File: config.mk
export PLATFORM = sky130hd
export DESIGN_NAME = dac_serializer
export DESIGN_NICKNAME = d
export VERILOG_FILES = /design/src/rtl/wavegen_pkg.sv /design/src/rtl/sample_fifo.sv /design/src/rtl/dac_serializer.sv
export SDC_FILE = /design/constraint.sdc
export NUM_CORES = 1
export LEC_CHECK = 0
export BUFFER_PORTS_ARGS = -buffer_cell sky130_fd_sc_hd__buf_2
export CAP_MARGIN = 20
export CORE_MARGIN = 5
export CORE_UTILIZATION = 54
export CTS_CLUSTER_DIAMETER = 50
export DETAILED_ROUTE_END_ITERATION = 8
export GPL_ROUTABILITY_DRIVEN = 0
export GPL_TIMING_DRIVEN = 0
export PLACE_DENSITY = 0.81
export SLEW_MARGIN = 25
export SYNTH_ARGS = -nofsm -noshare
export SYNTH_HDL_FRONTEND = slang
export SYNTH_SLANG_ARGS = --single-unit
export TNS_END_PERCENT = 100
File: constraint.sdc
create_clock -name clk -period 1.8 [get_ports clk]
set_input_delay 0.18 -clock clk [delete_from_list [all_inputs] [get_ports clk]]
set_output_delay 0.18 -clock clk [all_outputs]
set_load 0.02 [all_outputs]
File: src/rtl/wavegen_pkg.sv
// Shared definitions for the waveform synthesis chain: sample format,
// DAC frame geometry, output-stage FSM states and the DAC code conversion.
package wavegen_pkg;

    localparam int SAMPLE_W       = 16;
    localparam int DAC_FRAME_BITS = 16;
    localparam int BITCNT_W       = $clog2(DAC_FRAME_BITS);

    typedef logic signed [SAMPLE_W-1:0] sample_t;
    typedef logic [DAC_FRAME_BITS-1:0]  dac_word_t;

    typedef enum logic [1:0] {
        ST_IDLE,
        ST_SHIFT,
        ST_GAP
    } ser_state_t;

    // Offset binary maps the most negative sample to code zero.
    function automatic dac_word_t to_dac_code(
        input sample_t s,
        input bit      offset_binary
    );
        dac_word_t w;
        w = dac_word_t'(s);
        if (offset_binary) begin
            w[DAC_FRAME_BITS-1] = ~w[DAC_FRAME_BITS-1];
        end
        return w;
    endfunction

endpackage

File: src/rtl/sample_fifo.sv
// Synchronous FIFO with registered occupancy; read data is the head entry.
// A push into a full FIFO is accepted only when a pop frees a slot that cycle.
module sample_fifo #(
    parameter int DEPTH = 4,
    parameter int WIDTH = 16
) (
    input  logic                   clk,
    input  logic                   reset,
    input  logic                   push_i,
    input  logic                   pop_i,
    input  logic [WIDTH-1:0]       wdata_i,
    output logic [WIDTH-1:0]       rdata_o,
    output logic                   full_o,
    output logic                   empty_o,
    output logic [$clog2(DEPTH):0] level_o
);
    localparam int AW = $clog2(DEPTH);
    localparam int LW = AW + 1;

    logic [WIDTH-1:0] mem_q [DEPTH];
    logic [AW-1:0]    wptr_q, wptr_d;
    logic [AW-1:0]    rptr_q, rptr_d;
    logic [LW-1:0]    level_q, level_d;
    logic             do_push;
    logic             do_pop;

    assign full_o  = (level_q == LW'(DEPTH));
    assign empty_o = (level_q == '0);
    assign do_pop  = pop_i && !empty_o;
    assign do_push = push_i && (!full_o || do_pop);

    always_comb begin
        wptr_d  = wptr_q;
        rptr_d  = rptr_q;
        level_d = level_q;
        if (do_push) begin
            wptr_d = wptr_q + AW'(1);
        end
        if (do_pop) begin
            rptr_d = rptr_q + AW'(1);
        end
        unique case ({do_push, do_pop})
            2'b10:   level_d = level_q + LW'(1);
            2'b01:   level_d = level_q - LW'(1);
            default: level_d = level_q;
        endcase
    end

    always_ff @(posedge clk) begin
        if (reset) begin
            wptr_q  <= '0;
            rptr_q  <= '0;
            level_q <= '0;
        end else begin
            wptr_q  <= wptr_d;
            rptr_q  <= rptr_d;
            level_q <= level_d;
        end
    end

    // Storage needs no reset: only entries between the pointers are read.
    always_ff @(posedge clk) begin
        if (do_push) begin
            mem_q[wptr_q] <= wdata_i;
        end
    end

    assign rdata_o = mem_q[rptr_q];
    assign level_o = level_q;

endmodule

File: src/rtl/dac_serializer.sv
// DAC output stage: buffers synthesis samples and shifts each one out as a
// 16-bit MSB-first frame on a chip-select / serial-clock / data bus.
module dac_serializer
    import wavegen_pkg::*;
#(
    parameter int CLKDIV        = 2,
    parameter int GAP_CYCLES    = 2,
    parameter int FIFO_DEPTH    = 4,
    parameter bit OFFSET_BINARY = 1'b1
) (
    input  logic                        clk,
    input  logic                        reset,
    input  logic [SAMPLE_W-1:0]         sample,
    input  logic                        activein,
    output logic                        dac_csn,
    output logic                        dac_sclk,
    output logic                        dac_sdi,
    output logic                        busy,
    output logic                        overflow,
    output logic [$clog2(FIFO_DEPTH):0] fifo_level
);
    localparam int HALF_W = (CLKDIV > 1) ? $clog2(CLKDIV) : 1;
    localparam int GAP_W  = (GAP_CYCLES > 1) ? $clog2(GAP_CYCLES) : 1;

    localparam logic [HALF_W-1:0]   HALF_LAST = HALF_W'(CLKDIV - 1);
    localparam logic [GAP_W-1:0]    GAP_LAST  = GAP_W'(GAP_CYCLES - 1);
    localparam logic [BITCNT_W-1:0] BIT_LAST  = BITCNT_W'(DAC_FRAME_BITS - 1);

    if (CLKDIV < 1) begin : g_bad_clkdiv
        $error("CLKDIV must be at least 1");
    end
    if (GAP_CYCLES < 1) begin : g_bad_gap
        $error("GAP_CYCLES must be at least 1");
    end
    if (FIFO_DEPTH < 2 || (FIFO_DEPTH & (FIFO_DEPTH - 1)) != 0) begin : g_bad_depth
        $error("FIFO_DEPTH must be a power of two, at least 2");
    end

    ser_state_t          state_q, state_d;
    dac_word_t           shreg_q, shreg_d;
    logic [BITCNT_W-1:0] bit_q, bit_d;
    logic [HALF_W-1:0]   half_q, half_d;
    logic [GAP_W-1:0]    gap_q, gap_d;
    logic                csn_q, csn_d;
    logic                sclk_q, sclk_d;
    logic                sdi_q, sdi_d;
    logic                ovf_q, ovf_d;

    logic [SAMPLE_W-1:0] fifo_rdata;
    logic                fifo_full;
    logic                fifo_empty;
    logic                fifo_pop;
    dac_word_t           pop_word;

    sample_fifo #(
        .DEPTH (FIFO_DEPTH),
        .WIDTH (SAMPLE_W)
    ) u_fifo (
        .clk     (clk),
        .reset   (reset),
        .push_i  (activein),
        .pop_i   (fifo_pop),
        .wdata_i (sample),
        .rdata_o (fifo_rdata),
        .full_o  (fifo_full),
        .empty_o (fifo_empty),
        .level_o (fifo_level)
    );

    // Pops only from IDLE, so a sample is never bypassed onto the bus.
    assign fifo_pop = (state_q == ST_IDLE) && !fifo_empty;
    assign pop_word = to_dac_code(sample_t'(fifo_rdata), OFFSET_BINARY);

    always_comb begin
        state_d = state_q;
        shreg_d = shreg_q;
        bit_d   = bit_q;
        half_d  = half_q;
        gap_d   = gap_q;
        csn_d   = csn_q;
        sclk_d  = sclk_q;
        sdi_d   = sdi_q;
        ovf_d   = ovf_q | (activein & fifo_full & ~fifo_pop);

        unique case (state_q)
            ST_IDLE: begin
                csn_d  = 1'b1;
                sclk_d = 1'b0;
                if (fifo_pop) begin
                    shreg_d = pop_word;
                    csn_d   = 1'b0;
                    sdi_d   = pop_word[DAC_FRAME_BITS-1];
                    bit_d   = '0;
                    half_d  = '0;
                    state_d = ST_SHIFT;
                end
            end
            ST_SHIFT: begin
                if (half_q == HALF_LAST) begin
                    half_d = '0;
                    if (!sclk_q) begin
                        sclk_d = 1'b1;
                    end else if (bit_q == BIT_LAST) begin
                        sclk_d  = 1'b0;
                        csn_d   = 1'b1;
                        sdi_d   = 1'b0;
                        gap_d   = '0;
                        state_d = ST_GAP;
                    end else begin
                        // Data moves only on the falling edge of sclk.
                        sclk_d  = 1'b0;
                        bit_d   = bit_q + BITCNT_W'(1);
                        shreg_d = {shreg_q[DAC_FRAME_BITS-2:0], 1'b0};
                        sdi_d   = shreg_q[DAC_FRAME_BITS-2];
                    end
                end else begin
                    half_d = half_q + HALF_W'(1);
                end
            end
            ST_GAP: begin
                if (gap_q == GAP_LAST) begin
                    state_d = ST_IDLE;
                end else begin
                    gap_d = gap_q + GAP_W'(1);
                end
            end
            default: begin
                state_d = ST_IDLE;
                csn_d   = 1'b1;
                sclk_d  = 1'b0;
                sdi_d   = 1'b0;
            end
        endcase
    end

    always_ff @(posedge clk) begin
        if (reset) begin
            state_q <= ST_IDLE;
            shreg_q <= '0;
            bit_q   <= '0;
            half_q  <= '0;
            gap_q   <= '0;
            csn_q   <= 1'b1;
            sclk_q  <= 1'b0;
            sdi_q   <= 1'b0;
            ovf_q   <= 1'b0;
        end else begin
            state_q <= state_d;
            shreg_q <= shreg_d;
            bit_q   <= bit_d;
            half_q  <= half_d;
            gap_q   <= gap_d;
            csn_q   <= csn_d;
            sclk_q  <= sclk_d;
            sdi_q   <= sdi_d;
            ovf_q   <= ovf_d;
        end
    end

    assign dac_csn  = csn_q;
    assign dac_sclk = sclk_q;
    assign dac_sdi  = sdi_q;
    assign overflow = ovf_q;
    assign busy     = !fifo_empty || (state_q != ST_IDLE);

endmodule

* Word-level counts from Yosys, hierarchy flattened *
Memory sizes are Yosys's and may differ from the RTL's. A register that Yosys moved wholly into a read port is not among the register bits.
Index checks and enable logic that the tools add are counted.

cells by class
  add/subtract/negate cells = 7
  multipliers = 0
  div/mod/pow operators = 0
  order comparisons = 0
  equality and inequality tests = 12
  shift-type cells = 0
  muxes and demuxes = 42
  bitwise logic cells = 6
  reduce and logical (&&, ||, !) cells = 20

operators with widths
  kind                                                 count
  2-to-1 mux 15 bit                                    4
  case mux 15 bit (2 select lines)                     1
  2-to-1 mux 1 bit                                     18
  2-to-1 mux 4 bit                                     4
  2-to-1 mux 2 bit                                     7
  != test 2 bit, second input constant                 6
  AND reduction 4 bit                                  3
  AND reduction 5 bit                                  2
  case mux 4 bit (2 select lines)                      1
  nonzero test 2 bit                                   4
  case mux 1 bit (2 select lines)                      3
  case mux 1 bit (3 select lines)                      2
  case mux 2 bit (3 select lines)                      1
  case mux 3 bit (2 select lines)                      1
  adder 2 x 1 -> 2 bit, second input constant          2
  adder 4 x 1 -> 4 bit, second input constant          1
  equality test 2 x 1 -> 1 bit, second input constant  2
  equality test 2 bit, second input constant           2
  equality test 4 bit, second input constant           1
  AND reduction 2 bit                                  2
  adder 3 x 1 -> 3 bit, second input constant          1
  equality test 3 bit, second input constant           1
  logical AND 1 bit                                    3
  zero test 3 bit                                      1
  8 further kinds                                      14

storage, ports and cells
  bits in registers = 34
  latch bits = 0
  RAM bits = 64
  bits in read-only memories = 0
  bits of input ports = 19
  output and inout port bits = 8
  logic and storage cells = 100
  memories = 1

memories
  memory        depth  width  read ports  clocked after Yosys merged registers in  wr ports  line               source
  u_fifo.mem_q  4      16     1           1                                        1         sample_fifo.sv:20  logic [WIDTH-1:0] mem_q [DEPTH];

* Depth between registers and ports, before layout *
  word-level depth = 8
  gate-level depth with buffers = 7
  depth with buffers taken out = 6

* Modules after synthesis *
A second synthesis with hierarchy kept.

unflattened totals
  cells, all modules = 272
  area total of the unflattened synthesis = 4147.7 um2

by module, submodules not included
  module          instances  cells an instance  area each (um2)  seq. area each (um2)
  sample_fifo     1          138                2830.2           2102.0
  dac_serializer  1          134                1317.5           540.5

* Worst setup path before layout *
Ideal clock, no wire load.

  path type = reg-to-reg
  from = reg state_q[1]
  to = reg u_fifo.level_q[2], in the netlist u_fifo.level_o[2]
  library setup time = 0.133 ns
  arrival = 1.854 ns
  data required time = 1.667 ns
  setup slack = -0.187 ns
  stages on the path, launching flop included = 8
  buffers on the path = 1
  period minus slack after synthesis = 1.987 ns
  cell sequence = dfxtp_1 or2_0 buf_2 or3_4 fa_1 nor3b_1 nand3b_1 a31oi_1

between the ends
  longest elaborated chain between the ends = 7
  elaborated cells between the ends (all ways) = 9
  classes of those cells = eq/ne (2); mux (1); reduce/logical (6)

ends and longest elaborated chain
  item                                                                          line                   source
  start, declared                                                               dac_serializer.sv:39   ser_state_t state_q, state_d;
  start signal, assigned                                                        dac_serializer.sv:148  state_q <= state_d;
  zero test 2 bit (*)                                                           dac_serializer.sv:71   assign fifo_pop = (state_q == ST_IDLE) && !fifo_empty;
  logical AND 1 bit (*)                                                         dac_serializer.sv:71
  logical AND 1 bit (*)                                                         sample_fifo.sv:29      assign do_pop = pop_i && !empty_o;
  logical OR 1 bit                                                              sample_fifo.sv:30      assign do_push = push_i && (!full_o || do_pop);
  logical AND 1 bit                                                             sample_fifo.sv:30
  equality test 2 x 1 -> 1 bit / equality test 2 bit (equally long branches)    sample_fifo.sv:42      unique case ({do_push, do_pop})
  case mux 3 bit (2 select lines) / nonzero test 2 bit (equally long branches)  -
  end signal, assigned                                                          sample_fifo.sv:57      level_q <= level_d;
  end, declared                                                                 sample_fifo.sv:23      logic [LW-1:0] level_q, level_d;

Every way passes the cells marked *; elsewhere a longest branch is shown, timed or not.
A chain may end at the register's enable or synchronous reset.

* Final worst setup path *
  from = reg state_q[0]
  to = reg u_fifo.level_q[1], in the netlist u_fifo.level_o[1]

The elaborated chain is that of the path after synthesis.

==> impl_metrics.csv <==
group,metric,value,unit
critical_path,cp_slowest_cell,"fa_2",
outcome,outcome,"finished with violations",
power,power.total,6.33,mW
logic_synthesis,synth_largest_area_cell,"edfxtp_1",
power,seqPwrFrac,46.5,%
logic_synthesis,synth_mux_area_share,13.2,%
sta,setup_viol,2,
routing,drt-total-wl,7.38,mm
logic_synthesis,synth_area,4020,µm²
power,p_sw,2.07,mW
power,p_clk_share,19.8,%
sta,relSlewSlack,63.7,%
logic_synthesis,synth_top_area_share,47.9,%
critical_path,crit_chain,"or2_4 -> or3_4 -> fa_2 -> nor2_1 -> mux2_4",
hold_path,hold_class,"input pin to flip-flop",
sta,whs,0.0213,ns
global_routing,overflow,0,
floorplan,start_util,55.4,%
logic_synthesis,synth_edf_count,64,
power,peakVddDrop,1.02,mV
routing,drtIter0Drc,172,
sta,fin_ws,-0.168,ns
critical_path,required,2.06,ns
routing,ant_nets,0,
routing,firstDrtPassIters,4,
critical_path,arrival,2.23,ns
clocking,root_buffer,"clkbuf_8",
logic_synthesis,yosys.area_share.adder,2.06,%
logic_synthesis,synthXorXnorAreaFrac,1.09,%
critical_path,cpPeakStageDelay,0.54,ns
logic_synthesis,synth-async-reset-ratio,0,%
global_routing,grt_max_degree,17,
logic_synthesis,synth-main-ff-cell,"edfxtp_1",
logic_synthesis,synth_compound_area_share,6.89,%
critical_path,crit_family,"simple AND/OR/NAND/NOR gates",
routing,drc_errors,0,
critical_path,crit_type,"flip-flop to flip-flop",
global_routing,grt_usage,17.7,%
final_layout,drive_gt1_share,28.1,%
global_routing,antenna_found_initial,0,
critical_path,critPathCaptureType,"flip-flop",
logic_synthesis,synth-seq-area-share,65.8,%
floorplan,rows,31,
sta,min_period,1.97,ns
clocking,path_clk_slew,0.09,ns
critical_path,crit_fanout,3,
critical_path,crit_path_start_kind,"flip-flop",
routing,num_vias,2341,
final_layout,antenna_cells,0,
routing,viasPerCell,5.44,
logic_synthesis,avgSynthCellArea,14.7,µm²
logic_synthesis,ys_seq_elements,100,
final_layout,area_growth,15.9,%
logic_synthesis,syn_inst,274,
sta,hold_viol,0,
power,p_comb_share,33.8,%
logic_synthesis,synth_top_family_by_area,"multiplexers",
outcome,violations,"negative setup slack",
run,cap_violations,0,
final_layout,n_fill_cell,558,
logic_synthesis,ys_top_cells_by_area,"edfxtp_1 48%, dfxtp_1 18%, mux4_2 8.4%",
sta,fmaxAchievable,508,MHz
power,power.leakage,1.70,nW
logic_synthesis,yosys.area_share.simple,8.41,%
power,powerDensity,1360,nW/µm²
final_layout,final_util,64.2,%
sta,rsz0062_at_grt,"yes",
sta,skew,0.00855,ns
sta,worst_slew_pin_slew,0.544,ns
clocking,tritoncts,"built",
global_routing,grt_pass1_vias,2377,
clocking,htree_levels,3,
placement,dp_hpwl,4.67,mm
floorplan,die_x,96.2,µm
logic_synthesis,yosysWarnings,0,
clocking,clock-sinks,100,
logic_synthesis,synth.distinct_cells,45,
logic_synthesis,syn_nets,299,
floorplan,dieArea,9260,µm²
power,power.internal,4.26,mW
floorplan,pin_count,27,
clocking,insertion_delay,0.37,ns
sta,fin_crit_sh,109,%
clocking,clk_path_buf_depth,2,
global_routing,grt_pass1_wl,12.0,mm
sta,slew_viol_final,0,
placement,pre_cts_ws,-0.241,ns
placement,portBuffers,25,
floorplan,core_area,7250,µm²
power,swShare,32.7,%
critical_path,crit_buf_inv,0,
clocking,cts_buffers,9,
final_layout,nets,351,
routing,detail_route.wl_per_cell,17.2,µm
floorplan,die_h,96.2,µm
## synthesized netlist by cell type (all sizes together) (3+ instances only)
master  count
or3         4
mux4       15
nand2       5
nand3       3
buf        10
a21oi       7
nand3b      4
nor2b       3
edfxtp     64
mux2i      16
o21ai       5
dfxtp      36
a211oi     14
ha          5
nor2       33
inv         8
clkbuf      5
and2        6
xnor2       4
## state kept, by name, summed over array words and instances (netlist names), named ones only
signal	cells
overflow	1
dac_csn	1
state_q	2
u_fifo.level_o	3
u_fifo.wptr_q	2
u_fifo.rptr_q	2
bit_q	4
half_q	1
dac_sdi	1
gap_q	1
shreg_q	15
u_fifo.mem_q	64
dac_sclk	1
## worst paths after layout
kind	startpoint	end	slack [ns]	cells after the start
worst max-delay path	state_q[0]$_SDFFE_PP0P_	u_fifo.level_o[1]$_SDFFE_PP0P_	-0.17	5
worst min-delay path	sample[6]	u_fifo.mem_q[3][6]$_DFFE_PP_	0.02	1
worst max register to register	state_q[0]$_SDFFE_PP0P_	u_fifo.level_o[1]$_SDFFE_PP0P_	-0.17	5
worst min register to register	bit_q[1]$_SDFFE_PP0P_	bit_q[1]$_SDFFE_PP0P_	0.48	2
## cell type report
class / count / area (µm²) / area share (%)
Inverter: 8 / 30.0 / 0.645
Clock buffer: 11 / 131 / 2.82
Timing Repair Buffer: 41 / 293 / 6.29
Tap cell: 99 / 124 / 2.66
Clock inverter: 5 / 37.5 / 0.806
Buffer: 14 / 83.8 / 1.80
Multi-Input combinational cell: 152 / 1310 / 28.0
Sequential cell: 100 / 2650 / 56.9
## worst reg2reg max path, cell delays in order (launching register included)
cell and delay, ns:
dfxtp_4 0.36, or2_4 0.25, or3_4 0.40, fa_2 0.54, nor2_1 0.04, mux2_4 0.28
## metrics by stage
step	cell area, µm²	setup TNS (ns)	instances
floorplan	4030	-0.251	274
detailed placement	4280	-15.27	398
CTS	4570	-0.389	423
global placement	4280	-12.57	398
global route	4650	-1.39	430
finish	4650	-0.312	430
## layer usage
| layer | share of wire [%] | vias to the layer above | global-route usage [%] | wire (µm) |
|---|---|---|---|---|
| li1 | - | 1134 | - | - |
| met1 | 42 | 1148 | 22.0 | 3090 |
| met2 | 52 | 52 | 29.7 | 3840 |
| met3 | 5.2 | 7 | 6.57 | 387 |
| met4 | 0.81 | 0 | 3.79 | 60 |
| met5 | 0 | - | 0 | 0 |
## power groups by stage
stage               registers, mW  logic (mW)  clock network (mW)
floorplan                    3.00        1.48                   0
global route                 2.98        2.37                1.40
CTS                          2.94        2.06                1.28
finish                       2.94        2.14                1.25
detailed placement           2.99        1.98                   0
global placement             2.97        1.92                   0
## cell families after synthesis
family	count (synthesis)
buffers and inverters	23
adder cells (fa/ha/maj)	6
XOR/XNOR	5
flip-flops	100
multiplexers	33
AND/OR/NAND/NOR	67
AO/OA/AOI/OAI	40
## timing repair
| item | 4_1_cts | 5_1_grt |
|---|---|---|
| resized for setup | 8 | 13 |
| hold buffers | 0 | 4 |
| gates cloned | 1 | 0 |
| pin swaps | 5 | 5 |
| buffers inserted | 8 | 4 |
| endpoints found under the setup margin | 66 | 74 |
| hold endpoints to repair | 0 | 16 |
## placed cells by master (no fill, tap or decap), drive strengths merged, types with 4 or more instances in the layout
| cell | count |
|---|---|
| edfxtp | 64 |
| dfxtp | 36 |
| xnor2 | 4 |
| a21oi | 7 |
| clkbuf | 19 |
| mux4 | 15 |
| and2 | 7 |
| or3 | 4 |
| nor2 | 33 |
| dlygate4sd3 | 4 |
| ha | 5 |
| a211oi | 14 |
| mux2i | 16 |
| o21ai | 5 |
| nand3b | 4 |
| buf | 43 |
| nand2 | 5 |
| inv | 9 |
No activity file was read; power rests on OpenSTA's default activity.
